$ cat src/rtl/adc_range_sequencer_pkg.sv
// Purpose: shared command-bit positions, sequencer state encoding and readout field helpers
//          for the ADC range sequencer.
// Latency: n/a (declarations and pure functions only).
// Backpressure: n/a.
package adc_range_sequencer_pkg;

    // Host CSR write word (GPIO_OUT) bit positions.
    localparam int unsigned CMD_START_BIT     = 0;
    localparam int unsigned CMD_CLEAR_BIT     = 1;
    localparam int unsigned CMD_LOAD_ADDR_BIT = 2;
    localparam int unsigned RD_ADDR_LSB       = 16;
    localparam int unsigned RD_ADDR_MSB       = 20;

    // Range-monitor command word (rcGpioOut) bit positions.
    localparam int unsigned RC_LATCH_BIT = 0;
    localparam int unsigned RC_SHIFT_BIT = 1;

    typedef enum logic [2:0] {
        S_IDLE    = 3'd0,
        S_LATCH   = 3'd1,
        S_WAIT    = 3'd2,
        S_CAPTURE = 3'd3,
        S_SHIFT   = 3'd4,
        S_DONE    = 3'd5
    } seq_state_e;

    // The monitor left-justifies the sample in the low half-word; return it right-aligned.
    function automatic logic [15:0] readout_value(input logic [15:0] readout_lo,
                                                  input int unsigned adc_width);
        return readout_lo >> (16 - adc_width);
    endfunction

    // Most negative two's-complement code of an adc_width-bit sample (MSB set, rest clear).
    function automatic logic [15:0] neg_full_scale(input int unsigned adc_width);
        return 16'(1) << (adc_width - 1);
    endfunction

    // Most positive two's-complement code of an adc_width-bit sample (MSB clear, rest set).
    function automatic logic [15:0] pos_full_scale(input int unsigned adc_width);
        return (16'(1) << (adc_width - 1)) - 16'(1);
    endfunction

endpackage

$ cat src/rtl/adc_range_sequencer.sv
// Purpose: drives the range monitor's latch/shift command sequence, buffers every min/max word
//          of a sweep, keeps sticky per-lane clip flags and serves them on CSR read ports.
// Latency: sweep = 1 + W*(SETTLE_CYCLES+1) + (W-1) + 1 cycles busy; sysData 1 cycle after address load.
// Backpressure: none; a start while busy is silently dropped, other commands always take effect.
//
// Ports:
//   sysClk / sysReset      clock and synchronous active-high reset
//   sysCsrStrobe, GPIO_OUT host command: bit0 start, bit1 clear clips, bit2 load address, [20:16] address
//   rcCsrStrobe, rcGpioOut command strobe/word to the range monitor (bit0 latch, bit1 shift)
//   rcReadout              monitor readout, sample left-justified in [15:0]
//   sysStatus              {busy, valid, 6'b0, sweep_count[7:0], clip_mask[15:0]}
//   sysData                sign-extended buffered word at the read address (0 beyond the buffer)
module adc_range_sequencer
    import adc_range_sequencer_pkg::*;
#(
    parameter int LANE_COUNT    = 8,
    parameter int ADC_WIDTH     = 14,
    parameter int SETTLE_CYCLES = 8
) (
    input  logic        sysClk,
    input  logic        sysReset,
    input  logic        sysCsrStrobe,
    input  logic [31:0] GPIO_OUT,
    output logic        rcCsrStrobe,
    output logic [31:0] rcGpioOut,
    input  logic [31:0] rcReadout,
    output logic [31:0] sysStatus,
    output logic [31:0] sysData
);

    localparam int W     = 2 * LANE_COUNT;
    localparam int IDX_W = (W > 2) ? $clog2(W) : 1;
    localparam int CNT_W = $clog2(SETTLE_CYCLES + 1);

    localparam logic [IDX_W-1:0] LAST_IDX    = IDX_W'(W - 1);
    localparam logic [CNT_W-1:0] SETTLE_LOAD = CNT_W'(SETTLE_CYCLES - 1);

    // ------------------------------------------------------------------
    // State
    // ------------------------------------------------------------------
    seq_state_e             state_q, state_d;
    logic [IDX_W-1:0]       idx_q, idx_d;
    logic [CNT_W-1:0]       cnt_q, cnt_d;
    logic                   busy_q, busy_d;
    logic                   valid_q, valid_d;
    logic [7:0]             sweep_cnt_q, sweep_cnt_d;
    logic [LANE_COUNT-1:0]  clip_q, clip_d;
    logic [4:0]             rd_addr_q, rd_addr_d;
    logic [31:0]            data_q, data_d;
    logic                   rc_stb_q, rc_stb_d;
    logic [1:0]             rc_cmd_q, rc_cmd_d;

    // Sample buffer: even address = lane min, odd address = lane max. Not reset.
    logic [ADC_WIDTH-1:0]   buf_mem [W];
    logic                   buf_we;

    // ------------------------------------------------------------------
    // Command decode and readout field extraction
    // ------------------------------------------------------------------
    logic                   start_cmd;
    logic                   clear_cmd;
    logic                   load_cmd;
    logic [15:0]            capture_val;
    logic [ADC_WIDTH-1:0]   capture_word;
    logic                   capture_clip;
    logic [IDX_W-1:0]       lane_sel;
    logic [ADC_WIDTH-1:0]   rd_word;
    logic [15:0]            clip_status;
    logic                   unused_inputs;

    assign start_cmd    = sysCsrStrobe && GPIO_OUT[CMD_START_BIT];
    assign clear_cmd    = sysCsrStrobe && GPIO_OUT[CMD_CLEAR_BIT];
    assign load_cmd     = sysCsrStrobe && GPIO_OUT[CMD_LOAD_ADDR_BIT];

    assign capture_val  = readout_value(rcReadout[15:0], ADC_WIDTH);
    assign capture_word = capture_val[ADC_WIDTH-1:0];
    assign lane_sel     = idx_q >> 1;

    // Odd buffer addresses hold max words, which clip at positive full scale;
    // even addresses hold min words, which clip at negative full scale.
    assign capture_clip = idx_q[0] ? (capture_val == pos_full_scale(ADC_WIDTH))
                                   : (capture_val == neg_full_scale(ADC_WIDTH));

    assign unused_inputs = ^{GPIO_OUT[31:21], GPIO_OUT[15:3], rcReadout[31:16]};

    // ------------------------------------------------------------------
    // Next-state / datapath
    // ------------------------------------------------------------------
    always_comb begin
        state_d     = state_q;
        idx_d       = idx_q;
        cnt_d       = cnt_q;
        busy_d      = busy_q;
        valid_d     = valid_q;
        sweep_cnt_d = sweep_cnt_q;
        buf_we      = 1'b0;

        // Clear is applied before any capture of the same cycle so a clip
        // detected by that capture survives.
        clip_d      = clear_cmd ? '0 : clip_q;
        rd_addr_d   = load_cmd ? GPIO_OUT[RD_ADDR_MSB:RD_ADDR_LSB] : rd_addr_q;

        unique case (state_q)
            S_IDLE: begin
                if (start_cmd) begin
                    busy_d  = 1'b1;
                    valid_d = 1'b0;
                    idx_d   = '0;
                    state_d = S_LATCH;
                end
            end
            S_LATCH: begin
                cnt_d   = SETTLE_LOAD;
                state_d = S_WAIT;
            end
            S_WAIT: begin
                // Loaded with SETTLE_CYCLES-1 and exits on zero: SETTLE_CYCLES cycles here.
                if (cnt_q == '0) begin
                    state_d = S_CAPTURE;
                end else begin
                    cnt_d = cnt_q - CNT_W'(1);
                end
            end
            S_CAPTURE: begin
                buf_we = 1'b1;
                if (capture_clip) begin
                    clip_d = clip_d | (LANE_COUNT'(1) << lane_sel);
                end
                // The final word is never shifted past, leaving the monitor parked on it.
                if (idx_q == LAST_IDX) begin
                    state_d = S_DONE;
                end else begin
                    idx_d   = idx_q + IDX_W'(1);
                    state_d = S_SHIFT;
                end
            end
            S_SHIFT: begin
                cnt_d   = SETTLE_LOAD;
                state_d = S_WAIT;
            end
            S_DONE: begin
                busy_d      = 1'b0;
                valid_d     = 1'b1;
                sweep_cnt_d = sweep_cnt_q + 8'd1;
                state_d     = S_IDLE;
            end
            default: begin
                state_d = S_IDLE;
            end
        endcase

        // Command outputs are registered from the next state so the strobe
        // lines up exactly with the LATCH/SHIFT cycle and is glitch-free.
        rc_stb_d = (state_d == S_LATCH) || (state_d == S_SHIFT);
        rc_cmd_d = '0;
        if (state_d == S_LATCH) begin
            rc_cmd_d[RC_LATCH_BIT] = 1'b1;
        end
        if (state_d == S_SHIFT) begin
            rc_cmd_d[RC_SHIFT_BIT] = 1'b1;
        end

        // Read path uses the incoming address so a load is visible one cycle
        // later, and re-reads every cycle so it follows buffer writes.
        rd_word = buf_mem[rd_addr_d[IDX_W-1:0]];
        if ({27'd0, rd_addr_d} < 32'(W)) begin
            data_d = {{(32-ADC_WIDTH){rd_word[ADC_WIDTH-1]}}, rd_word};
        end else begin
            data_d = '0;
        end
    end

    // ------------------------------------------------------------------
    // Registers
    // ------------------------------------------------------------------
    always_ff @(posedge sysClk) begin
        if (sysReset) begin
            state_q     <= S_IDLE;
            idx_q       <= '0;
            cnt_q       <= '0;
            busy_q      <= 1'b0;
            valid_q     <= 1'b0;
            sweep_cnt_q <= '0;
            clip_q      <= '0;
            rd_addr_q   <= '0;
            data_q      <= '0;
            rc_stb_q    <= 1'b0;
            rc_cmd_q    <= '0;
        end else begin
            state_q     <= state_d;
            idx_q       <= idx_d;
            cnt_q       <= cnt_d;
            busy_q      <= busy_d;
            valid_q     <= valid_d;
            sweep_cnt_q <= sweep_cnt_d;
            clip_q      <= clip_d;
            rd_addr_q   <= rd_addr_d;
            data_q      <= data_d;
            rc_stb_q    <= rc_stb_d;
            rc_cmd_q    <= rc_cmd_d;
        end
    end

    always_ff @(posedge sysClk) begin
        if (buf_we && !sysReset) begin
            buf_mem[idx_q] <= capture_word;
        end
    end

    // ------------------------------------------------------------------
    // Outputs
    // ------------------------------------------------------------------
    always_comb begin
        clip_status                 = '0;
        clip_status[LANE_COUNT-1:0] = clip_q;
    end

    assign rcCsrStrobe = rc_stb_q;
    assign rcGpioOut   = {30'd0, rc_cmd_q};
    assign sysStatus   = {busy_q, valid_q, 6'd0, sweep_cnt_q, clip_status};
    assign sysData     = data_q;

endmodule
$ cat config.mk
export PLATFORM = sky130hd
export DESIGN_NAME = adc_range_sequencer
export DESIGN_NICKNAME = d
export VERILOG_FILES = /design/src/rtl/adc_range_sequencer_pkg.sv /design/src/rtl/adc_range_sequencer.sv
export SDC_FILE = /design/constraint.sdc
export NUM_CORES = 1
export LEC_CHECK = 0
export CAP_MARGIN = 0
export CORE_UTILIZATION = 30
export DETAILED_ROUTE_END_ITERATION = 12
export GPL_TIMING_DRIVEN = 0
export SYNTH_ARGS = -nofsm -noshare
export SYNTH_HDL_FRONTEND = slang
export SYNTH_SLANG_ARGS = --single-unit
$ cat constraint.sdc
create_clock -name sysClk -period 5.6 [get_ports sysClk]
set_input_delay 1.12 -clock sysClk [delete_from_list [all_inputs] [get_ports sysClk]]
set_output_delay 1.12 -clock sysClk [all_outputs]
set_load 0.005 [all_outputs]
==> metrics.md <==
| Metric | Value |
|---|---|
| Status | `finished clean` |
| R2r setup slk | `2820 ps` |
| CTS tree | `built` |
| DR vias | `8,352` |
| Post-route cell area | `14,900 um^2` |
| Vias in the first global route | `7,975` |
| Post-synthesis sequential area ratio | `62.9%` |
| Routed Antenna Nets | `0` |
| Wire per inst | `between 15 and 20 um` |
| CP arrival | `3700 ps` |
| Post-synth top area cell | `edfxtp_1` |
| Worst Setup Slack, final | `approximately 2300 ps` |
| Mapped Avg Cell Area | `between 10 and 15 um^2` |
| R2r endpoint | `buf_mem[8][6]` |
| Cts bufs inserted | `29` |
| Site Rows | `73` |
| Hold Path Class | `flip-flop to flip-flop` |
| Hold WS | `473 ps` |
| Top post-synthesis cells by area | `edfxtp_1 (55%), dfxtp_1 (8.3%), o211ai_1 (5.1%)` |
| Initial detailed-routing violation count | `~700` |
| Reg2Reg Depth | `5` |
| Placed cell area | `13,900 um^2` |
| Yosys cell types | `between 50 and 60` |
| Crit-path cells | `clkdlybuf4s50_1, buf_4, nand3_1, clkbuf_1, buf_2, nand3_1, a31oi_1, nand4_1, o31ai_1` |
| Number of synthesized flops with an enable pin | `224` |
| CP peak stage delay | `470 ps` |
| Hold depth | `2` |
| Die area | `roughly 42,000 um^2` |
| DRC Markers | `0` |
| Worst R2R Start | `state_q[0]` |
| CP Capture Type | `flip-flop` |
| Min-Delay Startpoint | `clip_q[5]` |
| WS Path Type | `primary input to flip-flop` |
| Leak | `4.99 nW` |
| Clock root buffer | `clkbuf_16` |
| Share of cells above drive strength 1 | `16.3%` |
| First-pass GRT wire length | `48.8 mm` |
| Hold Path Sink | `clip_q[5]` |
| Die H | `approximately 200 um` |
| Worst IR Drop VDD | `0.273 mV` |
| Final setup fails | `0` |
| Setup Skew | `7.69 ps` |
| Cells after Synth | `955` |
| Flop and latch count out of synthesis | `about 280` |
| Most used cell, CP | `nand3_1` |
| Initial antenna violation count | `0` |
| Std-Cell Core Area | `40,100 um^2` |
| Largest net degree at the start of global routing | `20` |
| Critical Path Fanout Max | `10` |
| Slew headroom | `about a quarter` |
| Least-Margin Pin Slew | `1130 ps` |
| H-tree Lvls | `1` |
| Drt via density | `a little over 5` |
| Fin. max-slew vios | `0` |
| Mapped cell area | `roughly 12,000 um^2` |
| Setup repair bufs after CTS | `0` |
| Syn. warnings | `0` |
| Routed wire length | `32.6 mm` |
| Hold-fix buffers, CTS | `0` |
| Dpl ws | `approximately 1800 ps` |
| Max Root-Sink Buffers | `3` |
| GR Util All Layers | `15.4%` |
| Detailed Place HPWL | `around 22 mm` |
| Port-buffer cells | `76` |
| Slowest CP cell | `clkdlybuf4s50_1` |
| Fmax | `about 0.30 GHz` |
| Grt total ovfl | `0` |
| Clock Latency Late Sink | `between 500 and 600 ps` |
| Drt pass-1 iters | `5` |
| Required @ worst endpoint | `5980 ps` |
| Area Overhead vs Synth | `20.7%` |
| CTS resizes | `0` |
| Post-synthesis async set-or-reset flop share | `0%` |
| Sum Neg Setup Slack | `0 ps` |
| Tcrit/Tclk final | `59.3%` |
| Nets | `1,178` |
| PD cells | `309 nW/um^2` |
| Max-Cap Viols | `0` |
| CP Launch Type | `primary input` |
| Synth top area share | `54.6%` |
| Final Power | `4.59 mW` |
| Final Critical Period | `3320 ps` |
| Horiz. Die Dim | `a little over 200 um` |
| RSZ-0062 raised after global routing | `no` |
| Num Clock Sinks | `275` |
| Synth Flop Type | `edfxtp_1` |
| Worst-path clk slew | `approximately 60 ps` |
| Routability Congestion | `roughly 0.84` |
| Initial Util | `30.7%` |
| Final Hold Viols | `0` |
| I/O Pins | `164` |
| Ant. Diodes | `0` |
==> registers in the layout, summed over array words and instances (netlist names) <==
| signal | flops |
|---|---|
| buf_mem | 224 |
| sysData | 14 |
| clip_q | 8 |
| sweep_cnt_q | 8 |
| rd_addr_q | 5 |
| cnt_q | 4 |
| idx_q | 4 |
| state_q | 3 |
| rc_cmd_q | 2 |
| busy_q | 1 |
| rcCsrStrobe | 1 |
| valid_q | 1 |
==> synthesized netlist by cell type, types with 2 or more instances <==
cell and n:
mux2_2 27, dfxtp_1 51, edfxtp_1 224, a22o_1 2
nand2_2 2, nand4_1 20, o211ai_1 84, nand3_1 49
nand2b_1 44, o31ai_4 2, nor2_1 27, buf_2 26
and2_1 18, inv_1 8, o21bai_1 2, a21oi_1 10
o31ai_1 14, o21ai_0 33, a211oi_1 3, nor4_1 2
buf_4 72, nand2_1 38, a32o_1 3, ha_1 6
xnor2_1 2, and3_1 19, or3_1 2, and4b_1 2
o22ai_1 14, a31oi_1 16, xor2_1 8, mux2i_1 44
clkbuf_1 29, nor3_1 11, buf_1 2, a211o_1 15
nand4b_1 2, nand3b_1 3
==> metrics by stage <==
step | util, % | instances
CTS | 37.1 | 1653
floorplan | - | 998
finish | 37.1 | 1653
detailed placement | 34.7 | 1599
global route | 37.1 | 1653
global placement | 34.7 | 1599
==> layer usage <==
layer / global-route usage, % / part of all wire (%) / wire length (um) / up-vias
met5: 0 / 0 / 0 / -
met4: 4.42 / 2.6 / 857 / 0
met3: 2.24 / 6.9 / 2250 / 47
met1: 21.6 / 45 / 14600 / 4139
met2: 24.6 / 46 / 14900 / 306
li1: - / - / - / 3860
==> worst max-delay path: cells and delay by family <==
| family | cells | cell delay (ps) |
|---|---|---|
| compound gates | 2 | 470 |
| simple gates | 3 | 680 |
| buf+inv | 4 | 1430 |
==> layout by cell type, fill, tap and decap left out, types with 10 or more instances in the layout <==
cell	n
edfxtp_1	224
o211ai_1	84
clkdlybuf4s50_1	76
buf_4	72
dfxtp_1	51
nand3_1	49
nand2b_1	44
mux2i_1	44
conb_1	44
nand2_1	38
clkbuf_1	37
o21ai_0	33
clkbuf_16	30
mux2_2	27
buf_2	26
nor2_1	26
nand4_1	20
and3_1	19
and2_1	18
a31oi_1	16
a211o_1	15
o22ai_1	14
o31ai_1	14
nor3_1	11
a21oi_1	10
==> cell families (layout without fill, tap and decap cells) <==
group                      count (synthesis)  after routing  synth area share, %
DFF                                      275            275                 62.9
and+or+nand+nor                          246            246                 10.9
AOI/OAI and AO/OA                        208            208                 12.2
buffers and inverters                    137            267                 6.63
muxes                                     72             72                 6.13
xor gates and xnor gates                  10             10                0.711
adders and majority gates                  6              6                0.609
other                                      1             44               0.0304
==> worst max-delay path by stage <==
| stage | end | startpoint | cells after the start |
|---|---|---|---|
| 6_report | sysData[2] | GPIO_OUT[2] | 9 |
| 5_1_grt | sysData[2] | GPIO_OUT[2] | 9 |
| 4_1_cts | sysData[2] | GPIO_OUT[2] | 9 |
| 3_3_place_gp | sysData[2] | GPIO_OUT[2] | 9 |
| 3_5_place_dp | sysData[2] | GPIO_OUT[2] | 9 |
| 2_1_floorplan | buf_mem[11][0] | sysReset | 4 |
==> final cells by class <==
type                            count  area (um^2)
Buffer                            129          787
Clock buffer                       44          863
Clock inverter                     10          104
Fill cell                        3850        25200
Inverter                            8         30.0
Multi-Input combinational cell    586         3920
Sequential cell                   275         7750
Tap cell                          525          657
Timing Repair Buffer               76          761
==> where the power goes <==
group	internal, mW	leakage [nW]	switching, mW
registers	2.23	2.43	0.0138
logic	0.184	2.08	0.240
clock network	1.15	0.482	0.776
total	3.56	4.99	1.03
No activity file was read; power rests on OpenSTA's default activity.
